**src/rtl/adc_capture_mc.sv**
```systemverilog
// Multi-channel ADC capture: input register, optional offset-binary to
// two's complement conversion, power-of-two window averaging, valid/ready out.
module adc_capture_mc #(
  parameter int CH_NUM       = 2,
  parameter int DATA_W       = 14,
  parameter int DEC_MAX_LOG2 = 4
) (
  input  logic                     sys_clk,
  input  logic                     sys_rst,
  input  logic                     en,
  input  logic                     fmt_twos,
  input  logic [2:0]               dec_log2,
  input  logic [CH_NUM*DATA_W-1:0] ad_data,
  input  logic [CH_NUM-1:0]        ad_of,
  input  logic                     of_clr,
  output logic [CH_NUM*DATA_W-1:0] m_data,
  output logic [CH_NUM-1:0]        m_of,
  output logic                     m_valid,
  input  logic                     m_ready,
  output logic [CH_NUM-1:0]        of_sticky,
  output logic                     overflow
);

  localparam int AW = DATA_W + DEC_MAX_LOG2;
  localparam int CW = (DEC_MAX_LOG2 > 0) ? DEC_MAX_LOG2 : 1;
  localparam logic [DATA_W-1:0] MSB_M = DATA_W'(1) << (DATA_W - 1);

  // input stage
  logic [CH_NUM*DATA_W-1:0] d_r;
  logic [CH_NUM-1:0]        of_r;
  logic                     en_r;
  logic                     en_q;
  logic                     fmt_r;
  logic [2:0]               dec_r;

  // window state
  logic [2:0]        dec_q;
  logic              fmt_q;
  logic [AW-1:0]     acc [CH_NUM];
  logic [CW-1:0]     cnt;
  logic [CH_NUM-1:0] win_of;

  // result stage
  logic [CH_NUM*DATA_W-1:0] res_data;
  logic [CH_NUM-1:0]        res_of;
  logic                     res_valid;

  // combinational window math
  logic                     start;
  logic [2:0]               dec_c;
  logic [2:0]               dec_e;
  logic                     fmt_e;
  logic [CW:0]              lim;
  logic                     last;
  logic [DATA_W-1:0]        smp   [CH_NUM];
  logic [AW-1:0]            ext   [CH_NUM];
  logic [AW-1:0]            sum   [CH_NUM];
  logic signed [AW-1:0]     sum_s [CH_NUM];
  logic [CH_NUM*DATA_W-1:0] res_n;

  // output handshake
  logic take;
  logic load;
  logic drop;

  always_ff @(posedge sys_clk or posedge sys_rst) begin
    if (sys_rst) begin
      d_r   <= '0;
      of_r  <= '0;
      en_r  <= 1'b0;
      en_q  <= 1'b0;
      fmt_r <= 1'b0;
      dec_r <= '0;
    end else begin
      d_r   <= ad_data;
      of_r  <= ad_of;
      en_r  <= en;
      en_q  <= en_r;
      fmt_r <= fmt_twos;
      dec_r <= dec_log2;
    end
  end

  always_comb begin
    start = en_r && !en_q;
    dec_c = (32'(dec_r) > DEC_MAX_LOG2) ? 3'(DEC_MAX_LOG2) : dec_r;
    dec_e = start ? dec_c : dec_q;
    fmt_e = start ? fmt_r : fmt_q;
    lim   = ((CW+1)'(1) << dec_e) - (CW+1)'(1);
    last  = ({1'b0, cnt} == lim);
    res_n = '0;
    for (int c = 0; c < CH_NUM; c++) begin
      smp[c]   = d_r[c*DATA_W +: DATA_W] ^ (fmt_e ? MSB_M : '0);
      ext[c]   = '0;
      if (fmt_e) ext[c] = AW'(signed'(smp[c]));
      else       ext[c] = AW'(smp[c]);
      sum[c]   = acc[c] + ext[c];
      sum_s[c] = sum[c];
      // signed data needs an arithmetic shift to round toward -inf
      if (fmt_e) res_n[c*DATA_W +: DATA_W] = DATA_W'(sum_s[c] >>> dec_e);
      else       res_n[c*DATA_W +: DATA_W] = DATA_W'(sum[c] >> dec_e);
    end
  end

  always_ff @(posedge sys_clk or posedge sys_rst) begin
    if (sys_rst) begin
      dec_q     <= '0;
      fmt_q     <= 1'b0;
      cnt       <= '0;
      win_of    <= '0;
      res_data  <= '0;
      res_of    <= '0;
      res_valid <= 1'b0;
      for (int c = 0; c < CH_NUM; c++) acc[c] <= '0;
    end else if (!en_r) begin
      cnt       <= '0;
      win_of    <= '0;
      res_valid <= 1'b0;
      for (int c = 0; c < CH_NUM; c++) acc[c] <= '0;
    end else if (last) begin
      // close the window and pick up config for the next one
      dec_q     <= dec_c;
      fmt_q     <= fmt_r;
      cnt       <= '0;
      win_of    <= '0;
      res_data  <= res_n;
      res_of    <= win_of | of_r;
      res_valid <= 1'b1;
      for (int c = 0; c < CH_NUM; c++) acc[c] <= '0;
    end else begin
      if (start) begin
        dec_q <= dec_c;
        fmt_q <= fmt_r;
      end
      cnt       <= cnt + CW'(1);
      win_of    <= win_of | of_r;
      res_valid <= 1'b0;
      for (int c = 0; c < CH_NUM; c++) acc[c] <= sum[c];
    end
  end

  always_comb begin
    take = m_valid && m_ready;
    load = res_valid && (!m_valid || m_ready);
    drop = res_valid && m_valid && !m_ready;
  end

  always_ff @(posedge sys_clk or posedge sys_rst) begin
    if (sys_rst) begin
      m_data    <= '0;
      m_of      <= '0;
      m_valid   <= 1'b0;
      overflow  <= 1'b0;
      of_sticky <= '0;
    end else begin
      if (load) begin
        m_data  <= res_data;
        m_of    <= res_of;
        m_valid <= 1'b1;
      end else if (take) begin
        m_valid <= 1'b0;
      end
      // a new event in the clearing cycle survives the clear
      overflow  <= of_clr ? drop : (overflow | drop);
      of_sticky <= of_clr ? of_r : (of_sticky | of_r);
    end
  end

endmodule

```
**config.mk**
```make
export PLATFORM = sky130hd
export DESIGN_NAME = adc_capture_mc
export DESIGN_NICKNAME = d
export VERILOG_FILES = /design/src/rtl/adc_capture_mc.sv
export SDC_FILE = /design/constraint.sdc
export NUM_CORES = 1
export LEC_CHECK = 0
export CAP_MARGIN = 10
export CORE_MARGIN = 2
export CORE_UTILIZATION = 58
export CTS_CLUSTER_SIZE = 24
export DETAILED_ROUTE_END_ITERATION = 10
export PLACE_DENSITY = 0.9
export SKIP_CTS_REPAIR_TIMING = 1
export SLEW_MARGIN = 20
export SYNTH_ARGS = -nofsm -noshare
export SYNTH_HDL_FRONTEND = slang
export SYNTH_SLANG_ARGS = --single-unit
```
**constraint.sdc**
```tcl
create_clock -name sys_clk -period 6.5 [get_ports sys_clk]
set_input_delay 1.95 -clock sys_clk [delete_from_list [all_inputs] [get_ports sys_clk]]
set_output_delay 1.95 -clock sys_clk [all_outputs]
set_load 0.05 [all_outputs]
```
==> results.md, run 1 <==
- Total GRT Usage: 0.281
- Die Width: 122 um
- Buffer and inverter count on the worst path: 2
- DRC errors left: 0
- Syn_area_per_cell: 9.66 um2
- Clk buf depth: 2
- Vias/cell: roughly 6.3
- Antenna Nets Post-Route: 0
- Max_slew headroom: 0.262
- Initial Util: 0.589
- Main area contributors after synthesis: dfrtp_1, ha_1, mux2_2
- Crit-path cells: nand2b_1 > a21oi_2 > nand2_1 > nor2_1 > inv_1 > ha_1 > xnor2_1 > xnor2_1 > o2111ai_2 > or2_1 > clkinv_2 > nand2_2 > a221oi_1 > a211oi_1
- Ys Warns: 0
- Clk slew on worst S/H paths: 60 ps
- First-pass GRT wire length: 32300 um
- Fmax achieved: around 0.20 GHz
- Setup Skew: between 7 and 8 ps
- Dominant cell type by area after synthesis: dfrtp_1
- Final slew viol count: 0
- IR drop worst, VDD: slightly above 400 uV
- R2R depth: 14
- Post-DP HPWL: between 10000 and 15000 um
- Slowest Stage Delay on Critical Path: 800 ps
- CTS tree: done
- Met3 Use GR: 0.0674
- Worst skew pair latency: roughly 420 ps
- Yosys cell types: 71
- Final Non-Filler Cells: about 1100
- Hold_sp: of_r[0]
- H-Tree Depth: 4
- LEAKAGE: 4.26 nW
- Root Driver: clkbuf_16
- Outcome: complete, no violations
- Syn Inst Count: 836
- Post-Synthesis Cell Area: approximately 8100 um2
- Met1 Track Usage GR: 0.347
- Synthesis-to-finish area growth: 17.3%
- Worst Path Class, Setup: flop to flop
- Placed cell areas: ~9000 um2
- Required @ worst endpoint: 6780 ps
- TritonRoute pass-1 iters: 7
- RSZ-0062 raised after global routing: false
- Worst setup SP type: flop
- Final Hold Fails: 0
- Largest net degree at the start of global routing: 74
- # rows: 43
- Post-synth EDFFs: 0
- MaxCap Viol Count: 0
- Top FF cell, synth: dfrtp_1
- R2r startpoint: en_r
- Most common cell after layout, fill and taps aside: dfrtp_1
- Power Density: 480 nW/um2
- Asr flop ratio synth: 1.00
- CP endpoint kind: flop
- Nets: ~970
- Hold Path Sink: of_sticky[0]
- I/O Pins: 73
- DRT iter0 DRCs: 869
- Fin Setup TNS: 0 ps
- Yosys top cell area share: 0.456
- Met2 usage: 0.462
- # diodes: 0
- Input/output buffers: 72
- Commonest non-fill, non-tap cells in the layout: dfrtp_1, nor2_1, nand2_1, clkdlybuf4s50_1, a21oi_1
- Share of post-route cells with drive strength above 1: 0.101
- Initial antenna violation count: 0
- Routability cong.: just under 1
- DP Cell Count: roughly 1100
- CP Max Fanout: 20
- Final core occ: 0.691
- Min Tclk post-route: 5070 ps
- Hold Path Class: flop to flop
- Remaining Overflow, GRT: 0
- Vias in the first global route: 6487
- Top delay family on crit path: compound AO/OA/AOI/OAI gates
- Tcrit/Tclk final: 0.780
- CTS Buf Count: 17
- DR vias: a little under 7000
- Slowest cell on crit path: a21oi_2
- Syn Nets: 911
- Die Y: between 100 and 150 um
- Clock Sinks: about 150
- CORE AREA: roughly 14000 um2
- Sequential area share after synthesis: 0.456
- R2r endpoint: res_data[11]
- Die area: approximately 15000 um2
- Worst Tran Pin Value: about 1100 ps
- Hold Path Depth: 1
- Final Setup Violations: 0
- Gr busiest metal: met2
- Drt wl/cell: approximately 18 um
- CP Data Arrival Time: between 5000 and 6000 ps
- Reg2reg setup slack: between 1000 and 1500 ps
- Flops & latches, synth: 147
- Routed WL: about 20000 um
- Most common cell on crit path: xnor2_1
- Post-route design area: about 9500 um2
## sequential cells by signal, indices dropped and copies added, names as in the netlist, 2 cells and up
signal     flops
acc           36
d_r           28
m_data        28
res_data      28
cnt            4
dec_q          3
dec_r          3
m_of           2
of_r           2
of_sticky      2
res_of         2
win_of         2
## cell families after synthesis
| family | share of synthesized area |
|---|---|
| compound gates | 0.178 |
| xor+xnor | 0.0325 |
| fa+ha+maj | 0.0576 |
| buf+inv | 0.0373 |
| flops | 0.456 |
| mux | 0.0824 |
| simple gates | 0.157 |
## worst reg2reg max path, delay by kind of cell, from the launching register on
family / cells / cell delay [ps]
AOI/OAI and AO/OA: 4 / 1700
and+or+nand+nor: 5 / 1620
DFF: 1 / 680
xor gates and xnor gates: 2 / 380
buffers and inverters: 2 / 340
adders and majority gates: 1 / 220
## cell usage after synthesis (10+ instances only)
cell type / number
o21ai_0: 43
nand3_1: 16
mux2i_1: 22
clkbuf_1: 33
mux2_2: 37
nor2_1: 91
xnor2_1: 17
nand2_1: 73
xor2_1: 13
inv_1: 28
nor3_1: 16
a211oi_1: 18
o211ai_1: 14
dfrtp_1: 147
a21o_1: 12
nor2b_1: 10
a21oi_1: 65
ha_1: 34
and3_1: 15
nand2b_1: 12
## per-stage QoR
stage | setup WS [ps] | total power [W] | hold WS [ps]
2_1_floorplan | 599 | 0.00292 | 355
3_3_place_gp | 1870 | 0.00347 | 453
3_5_place_dp | 1650 | 0.00352 | 461
4_1_cts | 1620 | 0.00451 | 481
5_1_grt | 1130 | 0.00482 | 481
6_report | 1430 | 0.00455 | 474
## routing by layer
layer	routed length, um	vias to the layer above
li1	-	3121
met1	7480	3234
met2	9850	353
met3	1590	91
met4	989	0
met5	0	-
## final cells by class
class | instances | area [um2]
Clock buffer | 22 | 474
Fill cell | 1026 | 4250
Timing Repair Buffer | 79 | 773
Clock inverter | 9 | 104
Sequential cell | 147 | 3680
Multi-Input combinational cell | 616 | 4100
Tap cell | 180 | 225
Inverter | 29 | 115
## power breakdown
group	switching (W)	internal [W]
Sequential	0.000174	0.00116
Clock	0.000369	0.000591
Combinational	0.00142	0.000837
## worst max path at each step
stage / startpoint / to / slack, ps / cells after the start
3_5_place_dp: en_r / res_data[11] / 1650 / 14
4_1_cts: en_r / res_data[11] / 1620 / 14
2_1_floorplan: sys_rst / acc[0] / 600 / 1
5_1_grt: en_r / res_data[11] / 1130 / 14
3_3_place_gp: en_r / res_data[8] / 1870 / 14
6_report: en_r / res_data[11] / 1430 / 14
No activity file was read; power rests on OpenSTA's default activity.
==> run 2, diff against run 1 <==
- CORE_UTILIZATION: 58 -> 53
- PLACE_DENSITY: 0.9 -> 0.87
- clock period: 6.5 -> 4.2 ns (I/O delays scaled with it)
==> run 2 against run 1 <==
Against the previous run: register-to-register slack got worse by 1100 ps; non-clock buffer count rose by 8; clock skew rose by 0.70 ps; hold slack got worse by 14 ps; critical path type unchanged; critical endpoint unchanged; highest routed layer unchanged.
==> results.md, run 2 (synthesis results as in run 1) <==
- Outcome: complete, no violations (unchanged)
- CP Max Fanout: 6 (was 20)
- TritonRoute pass-1 iters: 6 (was 7)
- I/O Pins: 73 (unchanged)
- # rows: 45 (was 43)
- MaxCap Viol Count: 0 (unchanged)
- Slowest cell on crit path: dfrtp_1 (was a21oi_2)
- Synthesis-to-finish area growth: 18.8% (was 17.3%)
- Hold Path Class: flop to flop (unchanged)
- Max_slew headroom: 0.408 (was 0.262)
- CP Data Arrival Time: 4200 ps (was 5350 ps)
- Net switching power: 0.00304 W (was 0.00196 W)
- Final Setup Violations: 0 (unchanged)
- Initial antenna violation count: 0 (unchanged)
- Nets: 973 (was 965)
- Crit-path cells: nand2b_1 > mux2i_1 > inv_1 > ha_1 > inv_1 > ha_1 > nand3_1 > or3_1 > o21ai_1 > mux2i_1 > nand3_1 > xor2_1 > a221oi_1 > a211oi_1 (was nand2b_1 > a21oi_2 > nand2_1 > nor2_1 > inv_1 > ha_1 > xnor2_1 > xnor2_1 > o2111ai_2 > or2_1 > clkinv_2 > nand2_2 > a221oi_1 > a211oi_1)
- Vias/cell: 6.11 (was 6.28)
- IR drop worst, VDD: 417 uV (was 408 uV)
- Flop pwr share: 0.292 (was 0.294)
- Setup Skew: 8.39 ps (was 7.69 ps)
- P_int: 0.00399 W (was 0.00259 W)
- Most common cell after layout, fill and taps aside: dfrtp_1 (unchanged)
- First-pass GRT wire length: 33200 um (was 32300 um)
- Routability cong.: 0.967 (was 0.981)
- Worst setup SP type: flop (unchanged)
- Filler cells: 1166 (was 1026)
- Sw Ratio: 0.433 (was 0.431)
- R2R depth: 14 (unchanged)
- Hold_sp: of_r[0] (unchanged)
- Fmax achieved: 0.260 GHz (was 0.197 GHz)
- # diodes: 0 (unchanged)
- Final slew viol count: 0 (unchanged)
- CTS Buf Count: 17 (unchanged)
- Max FFs per register: 36 (unchanged)
- Reg with most FFs: acc (unchanged)
- Total GRT Usage: 0.261 (was 0.281)
- Fin Setup TNS: 0 ps (unchanged)
- Worst Path Class, Setup: flop to flop (unchanged)
- Worst Tran Pin Value: 883 ps (was 1100 ps)
- Die Y: 127 um (was 122 um)
- Clk slew on worst S/H paths: 70 ps (was 60 ps)
- Design Power: 0.00704 W (was 0.00455 W)
- FF+latch area: 3680 um2 (unchanged)
- Clock Power Share: 0.219 (was 0.211)
- Vias in the first global route: 6764 (was 6487)
- Clock Sinks: 147 (unchanged)
- Root Driver: clkbuf_16 (unchanged)
- Slowest Stage Delay on Critical Path: 410 ps (was 800 ps)
- Required @ worst endpoint: 4550 ps (was 6780 ps)
- Initial Util: 0.537 (was 0.589)
- Power Density: 734 nW/um2 (was 480 nW/um2)
- Buffer and inverter count on the worst path: 2 (unchanged)
- Die area: 16200 um2 (was 14900 um2)
- Hold Path Depth: 1 (unchanged)
- Comb pwr share: 0.489 (was 0.495)
- Pre-CTS WS: 264 ps (was 1650 ps)
- Tcrit/Tclk final: 0.916 (was 0.780)
- Die Width: 127 um (was 122 um)
- DRT iter0 DRCs: 607 (was 869)
- Area of the multi-input gates: 4110 um2 (was 4100 um2)
- RSZ-0062 raised after global routing: false (unchanged)
- Min Tclk post-route: 3850 ps (was 5070 ps)
- DRC errors left: 0 (unchanged)
- CP Depth: 14 (unchanged)
- DR vias: 6710 (was 6799)
- CORE AREA: 15000 um2 (was 13700 um2)
- Input/output buffers: 72 (unchanged)
- Share of post-route cells with drive strength above 1: 0.113 (was 0.101)
- Largest net degree at the start of global routing: 85 (was 74)
- H-Tree Depth: 4 (unchanged)
- Remaining Overflow, GRT: 0 (unchanged)
- Setup ws final: 355 ps (was 1430 ps)
- Post-DP HPWL: 13400 um (was 13700 um)
- Top delay family on crit path: simple AND/OR/NAND/NOR gates (was compound AO/OA/AOI/OAI gates)
- R2r startpoint: en_q (was en_r)
- Worst skew pair latency: 440 ps (was 420 ps)
- LEAKAGE: 4.30 nW (was 4.26 nW)
- CTS tree: done (unchanged)
- Drt wl/cell: 18.0 um (was 18.4 um)
- Antenna Nets Post-Route: 0 (unchanged)
- Final Hold Fails: 0 (unchanged)
- Commonest non-fill, non-tap cells in the layout: dfrtp_1, nor2_1, nand2_1 (was dfrtp_1, nor2_1, nand2_1, clkdlybuf4s50_1, a21oi_1)
- Critical Path Source: en_q (was en_r)
- CP endpoint kind: flop (unchanged)
- Routed WL: 19800 um (was 19900 um)
- Clk buf depth: 2 (unchanged)
-- run 2: cell count changes in the layout (fill, tap and decap cells not counted), sizes merged --
| cell | previous run | this run |
|---|---|---|
| buf | 7 | 15 |
| inv | 29 | 33 |
| clkinvlp | 2 | 4 |
| clkbuf | 22 | 17 |
-- run 2: metal layers --
| metal | wire length (um) | global-route usage | up-vias |
|---|---|---|---|
| met3 | 1170 | 0.0603 | 78 |
| met2 | 9710 | 0.427 | 285 |
| li1 | - | - | 3135 |
| met1 | 8040 | 0.321 | 3212 |
| met5 | 0 | 0 | - |
| met4 | 853 | 0.141 | 0 |
-- run 2: worst reg2reg max path: stages, from the launching register on --
cell      delay (ps)
dfrtp_1          410
nand2b_1         190
mux2i_1          270
inv_1            180
ha_1             310
inv_1             40
ha_1             360
nand3_1          200
or3_1            400
o21ai_1          300
mux2i_1          230
nand3_1          110
xor2_1           400
a221oi_1         150
a211oi_1         220
-- run 2: power by group through the flow --
stage | Combinational [W] | Clock, W | Sequential [W]
2_1_floorplan | 0.00228 | 0 | 0.00224
3_3_place_gp | 0.00329 | 0 | 0.00206
3_5_place_dp | 0.00334 | 0 | 0.00207
4_1_cts | 0.00339 | 0.00156 | 0.00205
5_1_grt | 0.00376 | 0.00163 | 0.00210
6_report | 0.00344 | 0.00154 | 0.00206
-- run 2: layout make-up --
class,count,share of cell area
clock buffer,17,0.0444
clock inverter,15,0.0179
inverter,29,0.0119
multi-input combinational,616,0.428
sequential,147,0.384
tap,188,0.0245
timing repair buffer,87,0.0895
-- run 2: through the flow --
stage / utilization / instances / cell area (um2) / hold slack [ps]
2_1_floorplan: - / 836 / 8080 / 355
3_3_place_gp: 0.598 / 1067 / 8990 / 440
3_5_place_dp: 0.598 / 1067 / 8990 / 450
4_1_cts: 0.638 / 1099 / 9580 / 468
5_1_grt: 0.638 / 1099 / 9590 / 468
6_report: 0.638 / 1099 / 9590 / 460
-- run 2: final timing paths --
check	end	slack (ps)
max reg2reg	res_data[11]	350
min reg2reg	of_sticky[0]	460
min in group asynchronous	m_data[23]	1290
max in group asynchronous	acc[22]	2520
min	of_sticky[0]	460
max	res_data[11]	350
==> run 3, diff against run 2 <==
- GPL_ROUTABILITY_DRIVEN: not set -> 0
==> run 3 against run 2 <==
Against the previous run: maximum frequency fell by 1.2%; via count rose by 1.9%; total power rose by 1.7%; critical path depth did not move; flip-flop and latch count did not move; hold slack got worse by 8.1 ps; global-route usage fell by 0.45 points; largest power group unchanged.
==> results.md, run 3 (synthesis results as in run 1) <==
- H-Tree Depth: 4 (unchanged)
- Min Tclk post-route: 3890 ps (was 3850 ps)
- Drt wl/cell: 17.9 um (was 18.0 um)
- Routed WL: 19600 um (was 19800 um)
- # rows: 45 (unchanged)
- Net switching power: 0.00299 W (was 0.00304 W)
- Wire length on met2: 9570 um (was 9710 um)
- P_int: 0.00417 W (was 0.00399 W)
- Largest net degree at the start of global routing: 88 (was 85)
- Initial Util: 0.537 (unchanged)
- Sw Ratio: 0.418 (was 0.433)
- Commonest non-fill, non-tap cells in the layout: dfrtp_1, nor2_1, nand2_1 (unchanged)
- Die area: 16200 um2 (unchanged)
- DR vias: 6838 (was 6710)
- Required @ worst endpoint: 4530 ps (was 4550 ps)
- Tcrit/Tclk final: 0.926 (was 0.916)
- IR drop worst, VDD: 454 uV (was 417 uV)
- Worst Path Class, Setup: flop to flop (unchanged)
- Final hold slack: 452 ps (was 460 ps)
- Vias in the first global route: 6757 (was 6764)
- Die Y: 127 um (unchanged)
- Flop pwr share: 0.288 (was 0.292)
- R2R depth: 14 (unchanged)
- Antenna Nets Post-Route: 0 (unchanged)
- Max FFs per register: 36 (unchanged)
- Top Metal Used: met4 (unchanged)
- First-pass GRT wire length: 33000 um (was 33200 um)
- # diodes: 0 (unchanged)
- CP Data Arrival Time: 4220 ps (was 4200 ps)
- Total GRT Usage: 0.256 (was 0.261)
- Outcome: complete, no violations (unchanged)
- CP endpoint kind: flop (unchanged)
- Filler cells: 1130 (was 1166)
- CTS Buf Count: 17 (unchanged)
- Hold Path Depth: 1 (unchanged)
- Clk slew on worst S/H paths: 60 ps (was 70 ps)
- Post-DP HPWL: 13400 um (about the same)
- MaxCap Viol Count: 0 (unchanged)
- CORE AREA: 15000 um2 (unchanged)
- Max_slew headroom: 0.424 (was 0.408)
- Nets: 974 (was 973)
- Clk buf depth: 2 (unchanged)
- Vias/cell: 6.23 (was 6.11)
- Final core occ: 0.640 (was 0.638)
- DRT iter0 DRCs: 738 (was 607)
- Input/output buffers: 72 (unchanged)
- Synthesis-to-finish area growth: 19.2% (was 18.8%)
- FF+latch area: 3680 um2 (unchanged)
- Share of post-route cells with drive strength above 1: 0.107 (was 0.113)
- TritonRoute pass-1 iters: 6 (unchanged)
- Setup Skew: 11.7 ps (was 8.39 ps)
- DRC errors left: 0 (unchanged)
- DRT met1 WL: 7660 um (was 8040 um)
- Area of the multi-input gates: 4100 um2 (was 4110 um2)
- Initial antenna violation count: 0 (unchanged)
- Power Density: 744 nW/um2 (was 734 nW/um2)
- Final Hold Fails: 0 (unchanged)
- Reg with most FFs: acc (unchanged)
- Clock Sinks: 147 (unchanged)
- Die Width: 127 um (unchanged)
- CP Max Fanout: 6 (unchanged)
- Fin Setup TNS: 0 ps (unchanged)
- Root Driver: clkbuf_16 (unchanged)
- Remaining Overflow, GRT: 0 (unchanged)
- Hold Path Class: flop to flop (unchanged)
- Worst Tran Pin Value: 858 ps (was 883 ps)
- Final Setup Violations: 0 (unchanged)
- Most common cell after layout, fill and taps aside: dfrtp_1 (unchanged)
- Worst skew pair latency: 430 ps (was 440 ps)
- Met3 routed WL: 1410 um (was 1170 um)
- Worst setup SP type: flop (unchanged)
- CTS tree: done (unchanged)
- LEAKAGE: 4.32 nW (was 4.30 nW)
- Comb pwr share: 0.484 (was 0.489)
- Fmax achieved: 0.257 GHz (was 0.260 GHz)
- Final slew viol count: 0 (unchanged)
- Clock Power Share: 0.228 (was 0.219)
- I/O Pins: 73 (unchanged)
- RSZ-0062 raised after global routing: false (unchanged)
-- run 3: area by class of cell --
type | count | share of cell area
clock buffer | 20 | 0.0464
clock inverter | 9 | 0.0187
inverter | 29 | 0.0118
multi-input combinational | 616 | 0.426
sequential | 147 | 0.382
tap | 188 | 0.0244
timing repair buffer | 88 | 0.0900
-- run 3: metrics by stage --
step / area (um2) / worst slack [ps] / instances / total power [W]
after floorplan: 8080 / 507 / 836 / 0.00452
after global placement: 8990 / 480 / 1068 / 0.00532
after detailed placement: 8990 / 324 / 1068 / 0.00541
after CTS: 9620 / 278 / 1097 / 0.00710
after global routing: 9620 / 47.4 / 1097 / 0.00760
final: 9620 / 309 / 1097 / 0.00716
-- run 3: worst max-delay path, cell delays in order (launching register included) --
cell      delay, ps
dfrtp_1         390
nand2b_1        180
mux2i_1         290
inv_1           180
ha_1            320
inv_1            40
ha_1            380
nand3_1         210
or3_1           410
o21ai_1         320
mux2i_1         230
nand3_1         100
xor2_1          340
a221oi_1        140
a211oi_1        260
-- run 3: worst paths after layout --
check                      startpoint            to  slack (ps)
min reg2reg                   of_r[1]  of_sticky[1]         450
max in group asynchronous     sys_rst        d_r[3]        2480
max reg2reg                      en_q  res_data[11]         310
max                              en_q  res_data[11]         310
min in group asynchronous     sys_rst  res_data[25]        1310
min                           of_r[1]  of_sticky[1]         450
-- run 3: routing by layer --
| layer | vias to the layer above | global-route usage |
|---|---|---|
| met5 | - | 0 |
| met4 | 0 | 0.146 |
| met3 | 99 | 0.0674 |
| met2 | 331 | 0.415 |
| met1 | 3276 | 0.311 |
| li1 | 3132 | - |
-- run 3: power by group through the flow --
stage	Sequential, W	Clock [W]	Combinational [W]
final	0.00206	0.00163	0.00346
after global routing	0.00210	0.00172	0.00378
after CTS	0.00205	0.00165	0.00340
after detailed placement	0.00207	0	0.00334
after global placement	0.00205	0	0.00327
after floorplan	0.00224	0	0.00228
